$ cat src/rtl/int_fp_mul_pipe.sv
// int_fp_mul_pipe: pipelined signed-integer / binary floating-point multiplier
// with a valid/ready stream interface and a single global stall.
//
// Pipeline layers (a beat captured at edge N leaves the output at N+STAGES):
//   layer 0         : operand capture
//   stage 1         : unpack, special-value detection, exponent sum
//   middle stages   : mantissa / integer product, STAGES-2 register layers
//   last stage      : normalise, round, pack into the output registers
//
// Optional build macro INT_FP_MUL_PIPE_TRUNC_EN: when defined, the fp result
// is truncated (round toward zero) instead of rounded to nearest-even.
module int_fp_mul_pipe #(
  parameter int EXP_W  = 5,
  parameter int MAN_W  = 10,
  parameter int INT_W  = 8,
  parameter int STAGES = 3
) (
  input  logic                   clk,
  input  logic                   rst_n,
  input  logic                   in_valid,
  output logic                   in_ready,
  input  logic                   mode,
  input  logic [EXP_W+MAN_W:0]   a,
  input  logic [EXP_W+MAN_W:0]   b,
  output logic                   out_valid,
  input  logic                   out_ready,
  output logic [EXP_W+MAN_W:0]   c,
  output logic                   overflow,
  output logic                   underflow,
  output logic                   error
);

  localparam int W  = 1 + EXP_W + MAN_W;
  localparam int D  = STAGES - 2;          // number of middle register layers
  localparam int PW = 2 * MAN_W + 2;       // mantissa product width
  localparam int IW = 2 * INT_W;           // integer product width
  localparam int EW = EXP_W + 2;           // signed working exponent width

  localparam logic signed [EW-1:0] BIAS   = EW'((1 << (EXP_W - 1)) - 1);
  localparam logic signed [EW-1:0] EMAX   = EW'((1 << EXP_W) - 1);
  localparam logic signed [EW-1:0] E_ZERO = {EW{1'b0}};
  localparam logic [EXP_W-1:0]     EXP_ONES  = {EXP_W{1'b1}};
  localparam logic [EXP_W-1:0]     EXP_ZERO  = {EXP_W{1'b0}};
  localparam logic [MAN_W-1:0]     MAN_ZERO  = {MAN_W{1'b0}};
  localparam logic [W-2:0]         MAG_ZERO  = {(W-1){1'b0}};
  localparam logic [W-1:0]         C_ZERO    = {W{1'b0}};
  localparam logic [MAN_W:0]       SIG_ZERO  = {(MAN_W+1){1'b0}};
  localparam logic [INT_W-1:0]     INT_ZERO  = {INT_W{1'b0}};

  // Parameter legality is checked at elaboration.
  if (2 * INT_W > W) begin : g_bad_int_w
    $error("int_fp_mul_pipe: 2*INT_W must not exceed W");
  end
  if (STAGES < 2 || STAGES > 6) begin : g_bad_stages
    $error("int_fp_mul_pipe: STAGES must be in 2..6");
  end

  // Payload carried through the middle stages.
  typedef struct packed {
    logic                 mode;
    logic                 sign;
    logic                 zero;
    logic                 inf;
    logic signed [EW-1:0] e;
    logic [PW-1:0]        mprod;
    logic [IW-1:0]        iprod;
  } mid_t;

  localparam mid_t MID_ZERO = {$bits(mid_t){1'b0}};

  // Round-to-nearest-even increment decision from guard, sticky and lsb.
  function automatic logic rne_inc(input logic guard, input logic sticky, input logic lsb);
    return guard & (sticky | lsb);
  endfunction

  // ------------------------------------------------------------------ control
  logic w_advance;
  assign w_advance = ~out_valid | out_ready;
  assign in_ready  = w_advance & rst_n;

  // ------------------------------------------------------------------ layer 0
  logic         r_v0;
  logic         r_mode0;
  logic [W-1:0] r_a0;
  logic [W-1:0] r_b0;

  // Capture the operand beat whenever the pipe advances.
  always_ff @(posedge clk) begin
    if (!rst_n) begin
      r_v0    <= 1'b0;
      r_mode0 <= 1'b0;
      r_a0    <= C_ZERO;
      r_b0    <= C_ZERO;
    end else if (w_advance) begin
      r_v0    <= in_valid;
      r_mode0 <= mode;
      r_a0    <= a;
      r_b0    <= b;
    end
  end

  // ------------------------------------------------------------------ stage 1
  logic [EXP_W-1:0]     w_ea;
  logic [EXP_W-1:0]     w_eb;
  logic                 w_zero1;
  logic                 w_inf1;
  logic signed [EW-1:0] w_e1;

  assign w_ea    = r_a0[W-2:MAN_W];
  assign w_eb    = r_b0[W-2:MAN_W];
  // Denormal inputs count as zero, and zero beats infinity.
  assign w_zero1 = (w_ea == EXP_ZERO) | (w_eb == EXP_ZERO);
  assign w_inf1  = ~w_zero1 & ((w_ea == EXP_ONES) | (w_eb == EXP_ONES));
  assign w_e1    = $signed({2'b00, w_ea}) + $signed({2'b00, w_eb}) - BIAS;

  logic                 r_v1;
  logic                 r_mode1;
  logic                 r_sign1;
  logic                 r_zero1;
  logic                 r_inf1;
  logic signed [EW-1:0] r_e1;
  logic [MAN_W:0]       r_ma1;
  logic [MAN_W:0]       r_mb1;
  logic [INT_W-1:0]     r_ia1;
  logic [INT_W-1:0]     r_ib1;

  // Register the unpacked operands, special flags and exponent sum.
  always_ff @(posedge clk) begin
    if (!rst_n) begin
      r_v1    <= 1'b0;
      r_mode1 <= 1'b0;
      r_sign1 <= 1'b0;
      r_zero1 <= 1'b0;
      r_inf1  <= 1'b0;
      r_e1    <= E_ZERO;
      r_ma1   <= SIG_ZERO;
      r_mb1   <= SIG_ZERO;
      r_ia1   <= INT_ZERO;
      r_ib1   <= INT_ZERO;
    end else if (w_advance) begin
      r_v1    <= r_v0;
      r_mode1 <= r_mode0;
      r_sign1 <= r_a0[W-1] ^ r_b0[W-1];
      r_zero1 <= w_zero1;
      r_inf1  <= w_inf1;
      r_e1    <= w_e1;
      r_ma1   <= {1'b1, r_a0[MAN_W-1:0]};
      r_mb1   <= {1'b1, r_b0[MAN_W-1:0]};
      r_ia1   <= r_a0[INT_W-1:0];
      r_ib1   <= r_b0[INT_W-1:0];
    end
  end

  // ------------------------------------------------------------- products
  logic [PW-1:0]        w_ma_x;
  logic [PW-1:0]        w_mb_x;
  logic signed [IW-1:0] w_ia_x;
  logic signed [IW-1:0] w_ib_x;
  mid_t                 w_p1;

  assign w_ma_x = PW'(r_ma1);
  assign w_mb_x = PW'(r_mb1);
  assign w_ia_x = IW'($signed(r_ia1));
  assign w_ib_x = IW'($signed(r_ib1));

  // Form both products; the middle registers let retiming balance them.
  always_comb begin
    w_p1       = MID_ZERO;
    w_p1.mode  = r_mode1;
    w_p1.sign  = r_sign1;
    w_p1.zero  = r_zero1;
    w_p1.inf   = r_inf1;
    w_p1.e     = r_e1;
    w_p1.mprod = w_ma_x * w_mb_x;
    w_p1.iprod = w_ia_x * w_ib_x;
  end

  // ------------------------------------------------------- middle stages
  mid_t w_fin;
  logic w_fin_v;

  if (D == 0) begin : g_no_mid
    assign w_fin   = w_p1;
    assign w_fin_v = r_v1;
  end else begin : g_mid
    mid_t         r_mid [0:D-1];
    logic [D-1:0] r_mid_v;

    // Shift the product payload down the middle register chain.
    always_ff @(posedge clk) begin
      if (!rst_n) begin
        for (int i = 0; i < D; i++) begin
          r_mid[i] <= MID_ZERO;
        end
        r_mid_v <= {D{1'b0}};
      end else if (w_advance) begin
        r_mid[0]   <= w_p1;
        r_mid_v[0] <= r_v1;
        for (int i = 1; i < D; i++) begin
          r_mid[i]   <= r_mid[i-1];
          r_mid_v[i] <= r_mid_v[i-1];
        end
      end
    end

    assign w_fin   = r_mid[D-1];
    assign w_fin_v = r_mid_v[D-1];
  end

  // ------------------------------------------------------------ last stage
  logic                 w_top;
  logic [MAN_W-1:0]     w_mant;
  logic                 w_guard;
  logic                 w_sticky;
  logic                 w_inc;
  logic [MAN_W:0]       w_mant_r;
  logic                 w_carry;
  logic [MAN_W-1:0]     w_mant_f;
  logic signed [EW-1:0] w_en;
  logic signed [EW-1:0] w_ef;
  logic [W-1:0]         w_iext;

  // A product in [2,4) has its leading one one place higher.
  assign w_top    = w_fin.mprod[PW-1];
  assign w_mant   = w_top ? w_fin.mprod[PW-2:MAN_W+1] : w_fin.mprod[PW-3:MAN_W];
  assign w_guard  = w_top ? w_fin.mprod[MAN_W] : w_fin.mprod[MAN_W-1];
  assign w_sticky = w_top ? (|w_fin.mprod[MAN_W-1:0]) : (|w_fin.mprod[MAN_W-2:0]);
`ifdef INT_FP_MUL_PIPE_TRUNC_EN
  assign w_inc    = 1'b0;
`else
  assign w_inc    = rne_inc(w_guard, w_sticky, w_mant[0]);
`endif
  assign w_mant_r = {1'b0, w_mant} + {MAN_ZERO, w_inc};
  // A rounding carry leaves the stored mantissa at zero and bumps the exponent.
  assign w_carry  = w_mant_r[MAN_W];
  assign w_mant_f = w_mant_r[MAN_W-1:0];
  assign w_en     = w_fin.e + $signed({{(EW-1){1'b0}}, w_top});
  assign w_ef     = w_en + $signed({{(EW-1){1'b0}}, w_carry});
  assign w_iext   = W'($signed(w_fin.iprod));

  logic [W-1:0] w_c;
  logic         w_ov;
  logic         w_uf;

  // Select the packed result and flags for the beat in the last stage.
  always_comb begin
    w_c  = C_ZERO;
    w_ov = 1'b0;
    w_uf = 1'b0;
    if (!w_fin.mode) begin
      w_c = w_iext;
    end else if (w_fin.zero) begin
      w_c = {w_fin.sign, MAG_ZERO};
    end else if (w_fin.inf) begin
      w_c = {w_fin.sign, EXP_ONES, MAN_ZERO};
    end else if (w_ef >= EMAX) begin
      w_c  = {w_fin.sign, EXP_ONES, MAN_ZERO};
      w_ov = 1'b1;
    end else if (w_ef <= E_ZERO) begin
      w_c  = {w_fin.sign, MAG_ZERO};
      w_uf = 1'b1;
    end else begin
      w_c = {w_fin.sign, w_ef[EXP_W-1:0], w_mant_f};
    end
  end

  // Output registers; they hold while the consumer is stalling.
  always_ff @(posedge clk) begin
    if (!rst_n) begin
      out_valid <= 1'b0;
      c         <= C_ZERO;
      overflow  <= 1'b0;
      underflow <= 1'b0;
      error     <= 1'b0;
    end else if (w_advance) begin
      out_valid <= w_fin_v;
      c         <= w_fin_v ? w_c : C_ZERO;
      overflow  <= w_fin_v & w_ov;
      underflow <= w_fin_v & w_uf;
      error     <= w_fin_v & (w_ov | w_uf);
    end
  end

endmodule

$ cat config.mk
export PLATFORM = sky130hd
export DESIGN_NAME = int_fp_mul_pipe
export DESIGN_NICKNAME = d
export VERILOG_FILES = /design/src/rtl/int_fp_mul_pipe.sv
export SDC_FILE = /design/constraint.sdc
export NUM_CORES = 1
export LEC_CHECK = 0
export ABC_AREA = 1
export CAP_MARGIN = 20
export CORE_MARGIN = 1.5
export CORE_UTILIZATION = 60
export CTS_CLUSTER_DIAMETER = 100
export CTS_CLUSTER_SIZE = 30
export DETAILED_ROUTE_END_ITERATION = 12
export DONT_BUFFER_PORTS = 1
export PLACE_DENSITY_LB_ADDON = 0.05
export SKIP_CTS_REPAIR_TIMING = 1
export SYNTH_ARGS = -nofsm -noshare
export SYNTH_HDL_FRONTEND = slang
export SYNTH_SLANG_ARGS = --single-unit
$ cat constraint.sdc
create_clock -name clk -period 5.9 [get_ports clk]
set_input_delay 1.77 -clock clk [delete_from_list [all_inputs] [get_ports clk]]
set_output_delay 1.77 -clock clk [all_outputs]
set_load 0.05 [all_outputs]
* After elaboration in Yosys (flattened, before gate mapping)
Memories as Yosys holds them, arrays and structs flattened. Cells that the tools add are included. Widths: inputs -> output; s select.
Storage, ports and cells: register bits after elaboration 105, RAM bits 49, input bits 37, output and inout port bits 21, logic and storage cells 75, memories kept 1
Operators by class: $add $sub $neg 5, multiply operators 2, $lt $le $gt $ge 2, eq/ne operators 2, multiplexer cells 24, bitwise logic cells 14, reductions and logical operators 5
Memories:
- g_mid.r_mid | depth 1, bits a word 49, read ports 1, clocked after Yosys merged registers in 0, wr ports 1, line 186 | mid_t r_mid [0:D-1];
Operators by type and width (count):
- $mux 15 | 4
- $mux 49 | 1
- $reduce_or 49->1 | 1
- $mux 16 | 2
- $mul 11x11->22 | 1
- $mul 8x8->16 | 1
- $mux 1 | 16
- $add 7x2->7 | 2
- $add 10x1->11 | 1
- $eq 5x5->1 const B | 2
- $logic_not 5->1 | 2
- $mux 10 | 1
- $reduce_or 10->1 | 1
- $reduce_or 9->1 | 1
- $ge 7x6->1 const B | 1
- $le 7x1->1 const B | 1
- $sub 6x4->7 const B | 1
- $add 5x5->6 | 1
- $and 1x1->1 | 6
- $or 1x1->1 | 5
- $not 1->1 | 2
- $xor 1x1->1 | 1

* Longest topological paths before layout
An unclocked memory read counts as a cell.
depth after elaboration 15, mapped depth 24, gate-level depth less buffers 23

* Worst setup path before layout
OpenSTA, ideal clock, no wires.
path kind register to register, from reg r_mb1[7], to mem g_mid.r_mid[0][36] in the netlist's numbering (data pin), setup time 259 ps, arrival 4722 ps, required time 5641 ps, setup slack 920 ps, cell stages (with the launch flop) 20, buffers on the path 2, clock period less this slack 4980 ps, cells stage by stage dfxtp_1 clkbuf_1 clkbuf_1 nand2_1 fa_1 inv_1 fa_1 fa_1 fa_1 inv_1 fa_1 inv_1 ha_1 a21oi_1 a21boi_0 nand2_1 nand2_1 nand3_1 o21ai_0 a21oi_1
On the way: word-level cells in the longest chain between the ends 2
Ends and longest elaborated chain:
- start, declared | line 123 | logic [MAN_W:0] r_mb1;
- start signal, assigned | line 148 | r_mb1 <= {1'b1, r_b0[MAN_W-1:0]};
- $mul 11x11->22 | line 174 | w_p1.mprod = w_ma_x * w_mb_x;
- $mux 49 (no line)
- end, declared | line 186
No other way between the ends.

* Worst setup path in the final report
from reg r_mb1[7], to mem g_mid.r_mid[0][30] in the netlist's numbering (data pin)
The elaborated chain is that of the path after synthesis.

==> key figures <==
Synth
  • Ys flop type: dfxtp_1
  • Flops & latches, synth: 135
  • Synthesized Nets: 1768
  • Synth top area cells: fa_1 (22%), dfxtp_1 (15%), nand2_1 (12%)
  • Synthesized area per cell: 7.93 sq um
  • Library cells used by synthesis: 48
  • Dominant cell type by area after synthesis: fa_1
  • Async set or reset register ratio after synthesis: 0%
  • Synth top area share: 21.6%
  • Synthesis Warnings: 0
  • Synthesized cell area: 11900 sq um
  • EDFF count, synth: 47
  • Gate Count Post-Synth: 1506
  • Seq/Total Area, Yosys: 26.6%

Placed design
  • Global placer's final weighted congestion: 0.921
  • Inst Count DP: 1738
  • I/O Buffers: 0
  • DP Wirelength: 22100 um

Die
  • Top Ports: 58
  • Site Rows: 51
  • Initial Utilization: 61.3%
  • Die ar.: 20700 sq um
  • Die Y: 144 um
  • Core area: 19500 sq um
  • Chip width: 144 um

Timing
  • Slew margin rel.: 31.5%
  • Setup Skew: 0.0140 ns
  • Worst slew pin tran: 1.03 ns
  • Max Freq: 0.188 GHz
  • Final Slew Violations: 0
  • Final Hold Vio Count: 0
  • Post-route clock period utilization: 89.9%
  • Unrepaired setup endpoints after global routing: no
  • Min Tclk post-route: 5.31 ns
  • # setup viols final: 0
  • Setup_tns: 0 ns

Critical path
  • Setup crit end: g_mid.r_mid[0][30]$_SDFFCE_PN0P_
  • Critical Path AT: 5.49 ns
  • R2R depth: 17
  • R2R setup slack: 0.59 ns
  • Worst flop-to-flop path endpoint: g_mid.r_mid[0][30]$_SDFFCE_PN0P_
  • Worst Path Max Fanout: 17
  • Crit path from: r_mb1[7]$_SDFFE_PN0P_
  • Startpoint types: flop
  • Reg2reg start: r_mb1[7]$_SDFFE_PN0P_
  • Crit Path Category: reg2reg
  • CP required: 6.08 ns
  • CP Capture Type: flop

Pwr
  • Worst vdd ir: 0.184 mV
  • P_leak: 0.00696 uW
  • PwrDens: 198 nW/um^2

Clocking
  • Clock sinks: 135
  • CTS root buf: clkbuf_16
  • Num CTS Buffers: 17
  • Clk buf depth: 2
  • CTS tree: built
  • Worst-Skew Late Latency: 0.43 ns
  • H-Tree Depth: 4
  • Reg clk slew, reported paths: 0.07 ns

Finish
  • Fill cells: 1714
  • Area growth from synthesis to layout: 7.19%
  • Area of the multi-input gates: 7160 sq um
  • Sequential cell area: 3170 sq um
  • Layout cell share with drive strength beyond 1: 5.38%
  • Ant diodes: 0
  • Final #Nets: 1754
  • Fin cells: 1770

Global routing
  • Vias in the first global route: 9096
  • First-pass GRT wire length: 45000 um
  • Global Route Usage Sum: 28.7%
  • Initial antenna violation count: 0
  • Largest net degree at the start of global routing: 97
  • Grt ovf: 0

Routing
  • Drt pass-1 iters: 5
  • DRC Markers: 0
  • DR vias/cell: 5.19
  • Total vias in the final route: 9187
  • Initial DRC count: 641
  • Final Routed Wirelength: 27500 um
  • Wire per inst: 15.5 um
  • Post-DRT Antenna Nets: 0

Min path
  • Hold_sp: r_a0[8]$_SDFFE_PN0P_
  • Hold/Removal Path Class: reg2reg

Run status
  • Outcome: finished, final reports clean

Job
  • Max-cap violations: 0
[power by group]
group	total [uW]	switching, uW	internal [uW]
sequential	1060	46.6	1010
combinational	382	245	137
clock	1100	496	599
total	2540	788	1750
[worst max-delay path, cell delays in order (launching register included)]
cell and delay, ns:
dfxtp_1 0.77, nand2_1 0.18, fa_1 0.57, inv_1 0.05, fa_1 0.46, fa_1 0.53
fa_1 0.54, inv_1 0.06, fa_1 0.54, inv_1 0.04, ha_1 0.35, a21oi_1 0.24
a21boi_0 0.27, nand2_1 0.15, nand2_1 0.08, nand2_1 0.06, nor2_1 0.11, nor2_1 0.05
[metal layers]
metal / routed length [um] / up-vias / track usage [%] / share of wire, %
li1: - / 4553 / - / -
met1: 11600 / 4326 / 35.6 / 42
met2: 13500 / 245 / 49.7 / 49
met3: 1320 / 63 / 4.37 / 4.8
met4: 1090 / 0 / 12.8 / 3.9
met5: 0 / - / 0 / 0
[registers in the layout (all words and copies together), names as in the netlist]
name,flops
out_valid,1
r_sign1,1
r_ma1,11
underflow,1
r_zero1,1
c,16
g_mid.r_mid_v,1
r_inf1,1
r_e1,7
error,1
overflow,1
r_v1,1
r_a0,16
g_mid.r_mid,47
r_mode1,1
r_mode0,1
r_b0,16
r_mb1,10
r_v0,1
[cell usage in the layout, fill, tap and decap left out, drive strengths merged]
cell,count
nor3,12
xor2,7
o32ai,1
o21a,2
o21bai,6
dfxtp,88
o21ai,86
xnor2,10
a32o,1
edfxtp,47
inv,378
o22ai,16
a31o,1
nor2,75
o211ai,1
o31ai,2
nand2,397
a21boi,2
a21o,4
nand3b,1
a21oi,49
buf,14
mux2i,1
nand4,9
a22o,6
ha,96
or2,1
clkbuf,18
fa,129
nand3,32
a31oi,5
clkinv,8
[cells by family (layout without fill, tap and decap cells)]
| family | count (synthesis) | after routing | synth area share, % |
|---|---|---|---|
| fa+ha+maj | 225 | 225 | 31.7 |
| xor+xnor | 17 | 17 | 1.25 |
| simple gates | 527 | 527 | 18.2 |
| compound gates | 182 | 182 | 8.67 |
| mux | 1 | 1 | 0.0839 |
| buf+inv | 419 | 418 | 13.5 |
| flops | 135 | 135 | 26.6 |
[area by class of cell]
type	count	area share, %
Clock buffer	18	3.52
Clock inverter	14	1.33
Inverter	372	11.0
Multi-Input combinational cell	952	56.0
Sequential cell	135	24.8
Tap cell	265	2.59
Timing Repair Buffer	14	0.822
[cell usage after synthesis, types with 9 or more instances]
cell,n
nor3_1,12
edfxtp_1,47
dfxtp_1,88
nor2_1,66
o21ai_0,84
inv_1,367
ha_1,96
nand3_1,30
nand2_1,385
fa_1,129
a21oi_1,48
nand2_2,9
clkbuf_1,40
o22ai_1,16
xnor2_1,10
[through the flow]
stage                     util [%]  power [uW]  setup slack (ns)  hold WS (ns)  cell area [sq um]
after detailed placement      62.5        1460             0.658         0.467              12200
after global routing          65.7        2650             0.278         0.490              12800
after CTS                     65.7        2550             0.631         0.481              12800
after global placement        62.5        1450             0.801         0.457              12200
final                         65.7        2540             0.594         0.478              12800
after floorplan                  -        1350             0.920         0.446              11900
[worst min-delay path by stage]
stage | slack, ns | depth (start not counted) | end
3_5_place_dp | 0.47 | 2 | r_v1$_SDFFE_PN0P_
4_1_cts | 0.48 | 2 | r_mb1[3]$_SDFFE_PN0P_
5_1_grt | 0.49 | 2 | r_e1[1]$_SDFFE_PN0P_
6_report | 0.48 | 2 | r_a0[8]$_SDFFE_PN0P_
2_1_floorplan | 0.45 | 2 | r_a0[2]$_SDFFE_PN0P_
3_3_place_gp | 0.46 | 2 | r_mb1[9]$_SDFFE_PN0P_
(Power assumes the default switching activity.)
